<file path="config.mk">
export PLATFORM = sky130hd
export DESIGN_NAME = wxga_line_fetch_ctrl
export DESIGN_NICKNAME = d
export VERILOG_FILES = /design/src/rtl/wxga_line_fetch_ctrl.sv
export SDC_FILE = /design/constraint.sdc
export NUM_CORES = 1
export LEC_CHECK = 0
export CAP_MARGIN = 20
export CORE_MARGIN = 2
export CORE_UTILIZATION = 55
export DETAILED_ROUTE_END_ITERATION = 12
export PLACE_DENSITY = 0.79
export SLEW_MARGIN = 10
export SYNTH_ARGS = -nofsm -noshare
export SYNTH_HDL_FRONTEND = slang
export SYNTH_SLANG_ARGS = --single-unit
</file>
<file path="constraint.sdc">
create_clock -name clk -period 14.1 [get_ports clk]
set_input_delay 2.82 -clock clk [delete_from_list [all_inputs] [get_ports clk]]
set_output_delay 2.82 -clock clk [all_outputs]
set_load 0.05 [all_outputs]
</file>
<file path="src/rtl/wxga_line_fetch_ctrl.sv">
// wxga_line_fetch_ctrl
// Scanline fetch scheduler for the 1366x768 video path. On each end-of-line
// strobe that precedes a display line, it requests one scanline from the
// memory arbiter as a series of bursts. It counts returned words, steps the
// frame-buffer address by the line stride, and raises a sticky underrun flag
// when a new line arrives before the previous fetch has finished.
module wxga_line_fetch_ctrl #(
  parameter logic [31:0] pBaseAddr   = 32'h0000_0000,
  parameter int unsigned pLineWords  = 342,
  parameter int unsigned pBurstLen   = 16,
  parameter int unsigned pWordBytes  = 8,
  parameter int unsigned pLineStride = 2736
) (
  input  logic        clk,
  input  logic        rst,
  input  logic        en,
  input  logic        eol,
  input  logic        eof,
  input  logic        next_vis,
  output logic        req,
  input  logic        ack,
  output logic [31:0] addr,
  output logic [4:0]  blen,
  input  logic        rd_vld,
  output logic        busy,
  output logic        line_done,
  output logic        underrun,
  input  logic        clr_underrun
);

  typedef enum logic [1:0] {
    ST_IDLE = 2'd0,
    ST_REQ  = 2'd1,
    ST_WAIT = 2'd2,
    ST_DONE = 2'd3
  } state_t;

  localparam logic [11:0] LINE_WORDS = 12'(pLineWords);
  localparam logic [4:0]  BURST_MAX  = 5'(pBurstLen);
  localparam logic [31:0] STRIDE     = 32'(pLineStride);
  localparam logic [31:0] WORD_BYTES = 32'(pWordBytes);

  // Burst size for the words still to request: full bursts, then the tail.
  function automatic logic [4:0] burst_len_f(input logic [11:0] rem);
    logic [4:0] len;
    if (rem >= {7'd0, BURST_MAX}) begin
      len = BURST_MAX;
    end else begin
      len = rem[4:0];
    end
    return len;
  endfunction

  state_t      state_q, state_d;
  logic        req_q, req_d;
  logic [31:0] addr_q, addr_d;
  logic [4:0]  blen_q, blen_d;
  logic        busy_q, busy_d;
  logic        line_done_q, line_done_d;
  logic        underrun_q, underrun_d;
  logic [31:0] nla_q, nla_d;
  logic [11:0] word_rem_q, word_rem_d;
  logic [11:0] pend_q, pend_d;

  logic        trigger_s;
  logic [31:0] nla_src_s;
  logic        accept_s;
  logic        fetching_s;
  logic        rd_take_s;
  logic [11:0] pend_sum_s;
  logic [11:0] pend_next_s;
  logic [11:0] rem_after_s;

  // Line trigger and next-line address: eof rewinds to line 0, every trigger
  // (fetched or skipped) consumes one stride so the frame stays aligned.
  always_comb begin
    trigger_s = eol & next_vis & en;
    nla_src_s = eof ? pBaseAddr : nla_q;
    nla_d     = trigger_s ? (nla_src_s + STRIDE) : nla_src_s;
  end

  // Outstanding-word bookkeeping: a grant adds its burst, a returned word
  // removes one; a returned word with nothing outstanding is dropped.
  always_comb begin
    accept_s    = (state_q == ST_REQ) & req_q & ack;
    fetching_s  = (state_q == ST_REQ) | (state_q == ST_WAIT);
    pend_sum_s  = pend_q + (accept_s ? {7'd0, blen_q} : 12'd0);
    rd_take_s   = rd_vld & fetching_s & (pend_sum_s != 12'd0);
    pend_next_s = pend_sum_s - {11'd0, rd_take_s};
    rem_after_s = word_rem_q - {7'd0, blen_q};
  end

  // Fetch sequencing: next state and next values of all registered outputs.
  always_comb begin
    state_d     = state_q;
    req_d       = req_q;
    addr_d      = addr_q;
    blen_d      = blen_q;
    busy_d      = busy_q;
    line_done_d = 1'b0;
    word_rem_d  = word_rem_q;
    pend_d      = pend_q;
    case (state_q)
      ST_IDLE: begin
        if (trigger_s) begin
          state_d    = ST_REQ;
          req_d      = 1'b1;
          addr_d     = nla_src_s;
          blen_d     = burst_len_f(LINE_WORDS);
          word_rem_d = LINE_WORDS;
          pend_d     = 12'd0;
          busy_d     = 1'b1;
        end else begin
          state_d = ST_IDLE;
        end
      end
      ST_REQ: begin
        pend_d = pend_next_s;
        if (accept_s) begin
          addr_d     = addr_q + ({27'd0, blen_q} * WORD_BYTES);
          word_rem_d = rem_after_s;
          blen_d     = burst_len_f(rem_after_s);
          if (rem_after_s == 12'd0) begin
            req_d   = 1'b0;
            state_d = ST_WAIT;
          end else begin
            req_d   = 1'b1;
            state_d = ST_REQ;
          end
        end else begin
          // Arbiter stalled: hold address and length, keep asking.
          req_d = 1'b1;
        end
      end
      ST_WAIT: begin
        pend_d = pend_next_s;
        if ((word_rem_q == 12'd0) && (pend_next_s == 12'd0)) begin
          state_d     = ST_DONE;
          line_done_d = 1'b1;
        end else begin
          state_d = ST_WAIT;
        end
      end
      ST_DONE: begin
        state_d = ST_IDLE;
        busy_d  = 1'b0;
      end
      default: begin
        state_d = ST_IDLE;
        req_d   = 1'b0;
        busy_d  = 1'b0;
      end
    endcase
  end

  // Sticky underrun: a line arriving while a fetch is still active; a new
  // event outranks a clear in the same cycle.
  always_comb begin
    if (trigger_s && (state_q != ST_IDLE)) begin
      underrun_d = 1'b1;
    end else if (clr_underrun) begin
      underrun_d = 1'b0;
    end else begin
      underrun_d = underrun_q;
    end
  end

  // State and output registers with synchronous active-low reset.
  always_ff @(posedge clk) begin
    if (!rst) begin
      state_q     <= ST_IDLE;
      req_q       <= 1'b0;
      addr_q      <= 32'h0000_0000;
      blen_q      <= 5'd0;
      busy_q      <= 1'b0;
      line_done_q <= 1'b0;
      underrun_q  <= 1'b0;
      nla_q       <= pBaseAddr;
      word_rem_q  <= 12'd0;
      pend_q      <= 12'd0;
    end else begin
      state_q     <= state_d;
      req_q       <= req_d;
      addr_q      <= addr_d;
      blen_q      <= blen_d;
      busy_q      <= busy_d;
      line_done_q <= line_done_d;
      underrun_q  <= underrun_d;
      nla_q       <= nla_d;
      word_rem_q  <= word_rem_d;
      pend_q      <= pend_d;
    end
  end

  assign req       = req_q;
  assign addr      = addr_q;
  assign blen      = blen_q;
  assign busy      = busy_q;
  assign line_done = line_done_q;
  assign underrun  = underrun_q;

endmodule

</file>
* Word-level counts from Yosys, hierarchy flattened
Index checks and enable logic that the tools add are counted.
** Operators by class
- Mux-type cells :: 28
- Equal/unequal tests :: 5
- $add $sub $neg :: 5
- Magnitude comparators :: 1
- Reductions and logical operators :: 18
- Bitwise logic cells :: 7
** Operators with widths (count)
- $mux W32 :: 4
- $pmux W32 S2 :: 1
- $pmux W12 S2 :: 2
- $logic_not A12 Y1 :: 3
- $mux W12 :: 3
- $add A32 B12 Y32 const B :: 1
- $add A32 B8 Y32 :: 1
- $mux W5 :: 4
- $add A12 B5 Y12 :: 1
- $ge A12 B5 Y1 const B :: 1
- $reduce_bool A12 Y1 :: 1
- $sub A12 B1 Y12 :: 1
- $sub A12 B5 Y12 :: 1
- $pmux W5 S2 :: 1
- $reduce_bool A2 Y1 :: 5
- $mux W1 :: 8
- $pmux W2 S4 :: 1
- $reduce_and A2 Y1 :: 4
- $and A1 B1 Y1 :: 6
- $eq A2 B2 Y1 const B :: 2
- $mux W2 :: 2
- $ne A2 B2 Y1 const B :: 2
- $pmux W1 S2 :: 2
- $reduce_and A3 Y1 :: 1
- other kinds (5) :: 6
** Word-level totals
- Register bits :: 99
- Bits of input ports :: 9
- Logic and storage cells :: 74

* Logic depth before layout (Yosys ltp)
- Depth after elaboration :: 12
- Depth in mapped cells :: 22
- Gate-level depth less buffers :: 20

* Worst setup path after synthesis
Ideal clock, no wire load.
- Kind :: input to register
- Start :: input port ack
- End :: register state_q[0]
- Stages on the path :: 18
- Path slack :: 7.427 ns
- Path buffers :: 0
- Arrival time :: 6.589 ns
- Required time :: 14.016 ns
- Cell sequence :: nand2_1 nor3_1 ha_1 a211o_2 a31oi_4 o21ai_2 nand4_1 xor2_1 nand3b_1 o311a_1 ha_1 ha_1 nor4b_1 nand3_1 or4_1 nor4_1 nand3_1 o31ai_2
** Between the ends
- Longest elaborated chain between the ends :: 10
- Elaborated cells on any way between the ends :: 11
- Those cells by class :: 2 x add/sub; 1 x eq/ne; 3 x mux; 2 x bitwise; 3 x reduce/logical
** RTL lines
- from (decl) :: line 21 : input logic ack,
- $and A1 B1 Y1 (*) :: line 85 : accept_s = (state_q == ST_REQ) & req_q & ack;
- $mux W5 :: line 87 : pend_sum_s = pend_q + (accept_s ? {7'd0, blen_q} : 12'd0);
- $add A12 B5 Y12 :: line 87
- $reduce_bool A12 Y1 :: line 88 : rd_take_s = rd_vld & fetching_s & (pend_sum_s != 12'd0);
- $and A1 B1 Y1 :: line 88
- $sub A12 B1 Y12 :: line 89 : pend_next_s = pend_sum_s - {11'd0, rd_take_s};
- $logic_not A12 Y1 :: line 137 : if ((word_rem_q == 12'd0) && (pend_next_s == 12'd0)) begin
- $logic_and A1 B1 Y1 :: line 137
- $mux W1 :: line 137
- $pmux W2 S4 :: line 103 : case (state_q)
- to (signal assigned) :: line 182 : state_q <= state_d;
- to (decl) :: line 54 : state_t state_q, state_d;
Mark *: on every way between the ends. The rest lies on a longest branch, timed or not.
A chain may end at the register's enable or synchronous reset.

* Worst setup path after layout
Same ends and word-level chain as after synthesis.

==> results.json <==
{
  "status": "finished, final reports clean",
  "fill_cells": 1038,
  "cpMaxStageDelayCell": "clkdlybuf4s50_1",
  "max_stage_delay_ps": 530,
  "crit_chain": "clkdlybuf4s50_1 -> nand2_1 -> nor3_1 -> ha_1 -> a211o_2 -> a31oi_4 -> o21ai_2 -> nand4_1 -> xor2_1 -> nand3b_1 -> o311a_1 -> ha_1 -> ha_1 -> nor4b_1 -> nand3_1 -> or4_1 -> nor4_1 -> nand3_1 -> o31ai_2",
  "ys_async_sr_fraction_pct": 0,
  "synth_cell_types": 83,
  "timing.fmax_mhz": 136,
  "drive_above_1_share_pct": 5.88,
  "seq_area_frac_synth_pct": 31.5,
  "routed_wl_um": 18300,
  "syn_nets": 836,
  "timing.slew.headroom_pct": 42.3,
  "setup_ws_ps": 6740,
  "drv_cap": 0,
  "slew_violations": 0,
  "grt_max_degree": 59,
  "synth.cell_area_um2": 6300,
  "fin_crit_sh_pct": 52.2,
  "core_area_um2": 11300,
  "post_drt_wl_per_cell_um": 18.7,
  "vdd_drop_max_mv": 0.0670,
  "whs_ps": 477,
  "clk_latency_ps": 370,
  "path_clk_slew_ps": 70,
  "start_util_pct": 55.7,
  "row_count": 39,
  "portBuffers": 49,
  "fin_crit_ps": 7360,
  "skew_ps": 15.8,
  "synth_edf_count": 0,
  "cts_resized": 0,
  "ys.flop_type": "dfxtp_1",
  "tns_ps": 0,
  "cp-start-kind": "input pin",
  "ios": 50,
  "cp_common_cell": "ha_1",
  "drc": 0,
  "tritoncts.num_buffers": 9,
  "fp.dieW_um": 111,
  "cts_max_level": 3,
  "dieArea_um2": 12300,
  "cts-hold-fix-buffers": 0,
  "cp_max_fo": 7,
  "ant_nets": 0,
  "hpwl_um": 12900,
  "min_path_type": "flop to flop",
  "worst_ep_arrival_time_ps": 7640,
  "routabilityCongestion": 0.918,
  "power_density_nw_per_um2": 86.4,
  "crit_type": "input pin to flop",
  "syn_inst": 802,
  "place_inst": 958,
  "tritoncts": "yes",
  "post_cts_buffers": 0,
  "grt_usage_pct": 29.8,
  "clockRootBuffer": "clkbuf_16",
  "drtPass1Iterations": 5,
  "antenna_found_initial": 0,
  "setup_viol": 0,
  "p_leak_nw": 2.51,
  "worstMarginPinSlew_ps": 860,
  "vias": 6257,
  "syn_avg_cell_area_um2": 7.86,
  "yosys_warnings": 0,
  "layoutNonFillerInstCount": 976,
  "pre_cts_slack_ps": 6430,
  "rsz0062_at_grt": "no",
  "crit_path_end_kind": "flop",
  "cts_buffer_depth": 2,
  "finalHoldViolCount": 0,
  "grt_pass1_wl_um": 30100,
  "drt_iter0_markers": 534,
  "crit_required_ps": 14380,
  "areaGrowthSynthToFinish_pct": 12.8,
  "grt_pass1_vias": 5888,
  "diodes": 0,
  "die_h_um": 111,
  "cts.sinks": 99,
  "routed_via_density": 6.41,
  "final_net_count": 862,
  "synth-seq-cells": 99,
  "grt-ovfl-total": 0
}
critical path: cells and delay by family:
kind,cells,cell delay (ps)
compound gates,5,1270
xor+xnor,1,270
fa+ha+maj,3,820
buf+inv,1,530
simple gates,9,1900
metal layers:
layer  GRT usage, %  vias to the layer above  share of wire [%]  wire length [um]
met5              0                        -                  0                 0
met4           11.8                        0                2.9               535
met3           5.58                       40                7.0              1280
met2           48.9                      240                 47              8590
met1           39.1                     2983                 43              7870
li1               -                     2994                  -                 -
final cells by class:
class | count | area, um2 | share of cell area (%)
multi-input cells | 630 | 4000 | 56.3
clock inverters | 6 | 50.0 | 0.704
repair buffers | 56 | 547 | 7.69
flip-flops and latches | 99 | 1980 | 27.9
clock buffers | 10 | 229 | 3.22
inverters | 32 | 120 | 1.69
well taps | 143 | 179 | 2.52
worst paths after layout:
path,start,to,slack [ps],cells after the start
setup reg to reg,flop,state_q[0],7690,21
hold / removal,addr[2],addr[2],480,1
setup / recovery,ack,state_q[0],6740,19
hold reg to reg,addr[2],addr[2],480,1
cells by family (layout without fill, tap and decap cells):
kind of cell / count (synthesis) / in the layout / share of synthesized area (%)
AND/OR/NAND/NOR: 331 / 331 / 26.5
AO/OA/AOI/OAI: 236 / 236 / 25.9
flip-flops: 99 / 99 / 31.5
buffers and inverters: 73 / 104 / 5.10
XOR/XNOR: 32 / 32 / 4.75
adder cells (fa/ha/maj): 25 / 25 / 5.32
multiplexers: 6 / 6 / 0.953
power by group:
group          internal, mW  switching, mW
Clock                 0.122          0.118
Combinational        0.0266         0.0550
Sequential            0.285        0.00748
placed cells by master, fill, tap and decap left out, types with 13 or more instances in the layout:
master and instances:
and3_1 19, xnor2_1 15, nor2_1 89, xor2_1 16
clkdlybuf4s50_1 49, a21oi_1 63, and2_1 13, a211oi_1 15
nand4_1 16, inv_1 30, o21ai_0 52, ha_1 21
nor2b_1 14, nor3_1 28, dfxtp_1 99, nand2_1 74
nand3_1 28
cell usage after synthesis (4+ instances only):
cell type	number	area share [%]
dfxtp_1	99	31
nor2_1	90	5.4
nand2_1	74	4.4
a21oi_1	63	5.0
o21ai_0	52	4.1
inv_1	30	1.8
nand3_1	28	2.2
nor3_1	28	2.2
clkbuf_1	27	1.6
ha_1	22	4.4
and3_1	19	1.9
nand4_1	16	1.6
xor2_1	16	2.2
a211oi_1	15	1.8
xnor2_1	15	2.1
nor2b_1	14	1.4
and2_1	13	1.3
a21o_1	9	1.1
a311oi_1	9	1.3
a31oi_1	8	0.79
o21a_1	7	0.83
or3_1	7	0.69
and4_1	6	0.83
buf_2	6	0.48
mux2i_1	6	0.95
nand2b_1	6	0.60
nor4_1	6	0.60
a211o_1	5	0.69
o2111ai_1	5	0.69
o21bai_1	5	0.60
o31ai_1	5	0.60
a22oi_1	4	0.48
o221a_2	4	0.71
o22ai_1	4	0.40
or2_1	4	0.40
sequential cells by signal, summed over array words and instances, names as in the netlist, named ones only:
| signal | count |
|---|---|
| word_rem_q | 12 |
| state_q | 1 |
| addr | 32 |
| underrun | 1 |
| nla_q | 32 |
| pend_q | 12 |
| req | 1 |
| busy | 1 |
| line_done | 1 |
| blen | 5 |
metrics by stage:
stage	instance area [um2]	power, mW	util (%)
CTS	7090	0.614	62.6
detailed placement	6810	0.379	60.2
global route	7110	0.635	62.8
global placement	6810	0.377	60.2
finish	7110	0.614	62.8
floorplan	6300	0.354	-
No activity file was read; power rests on OpenSTA's default activity.
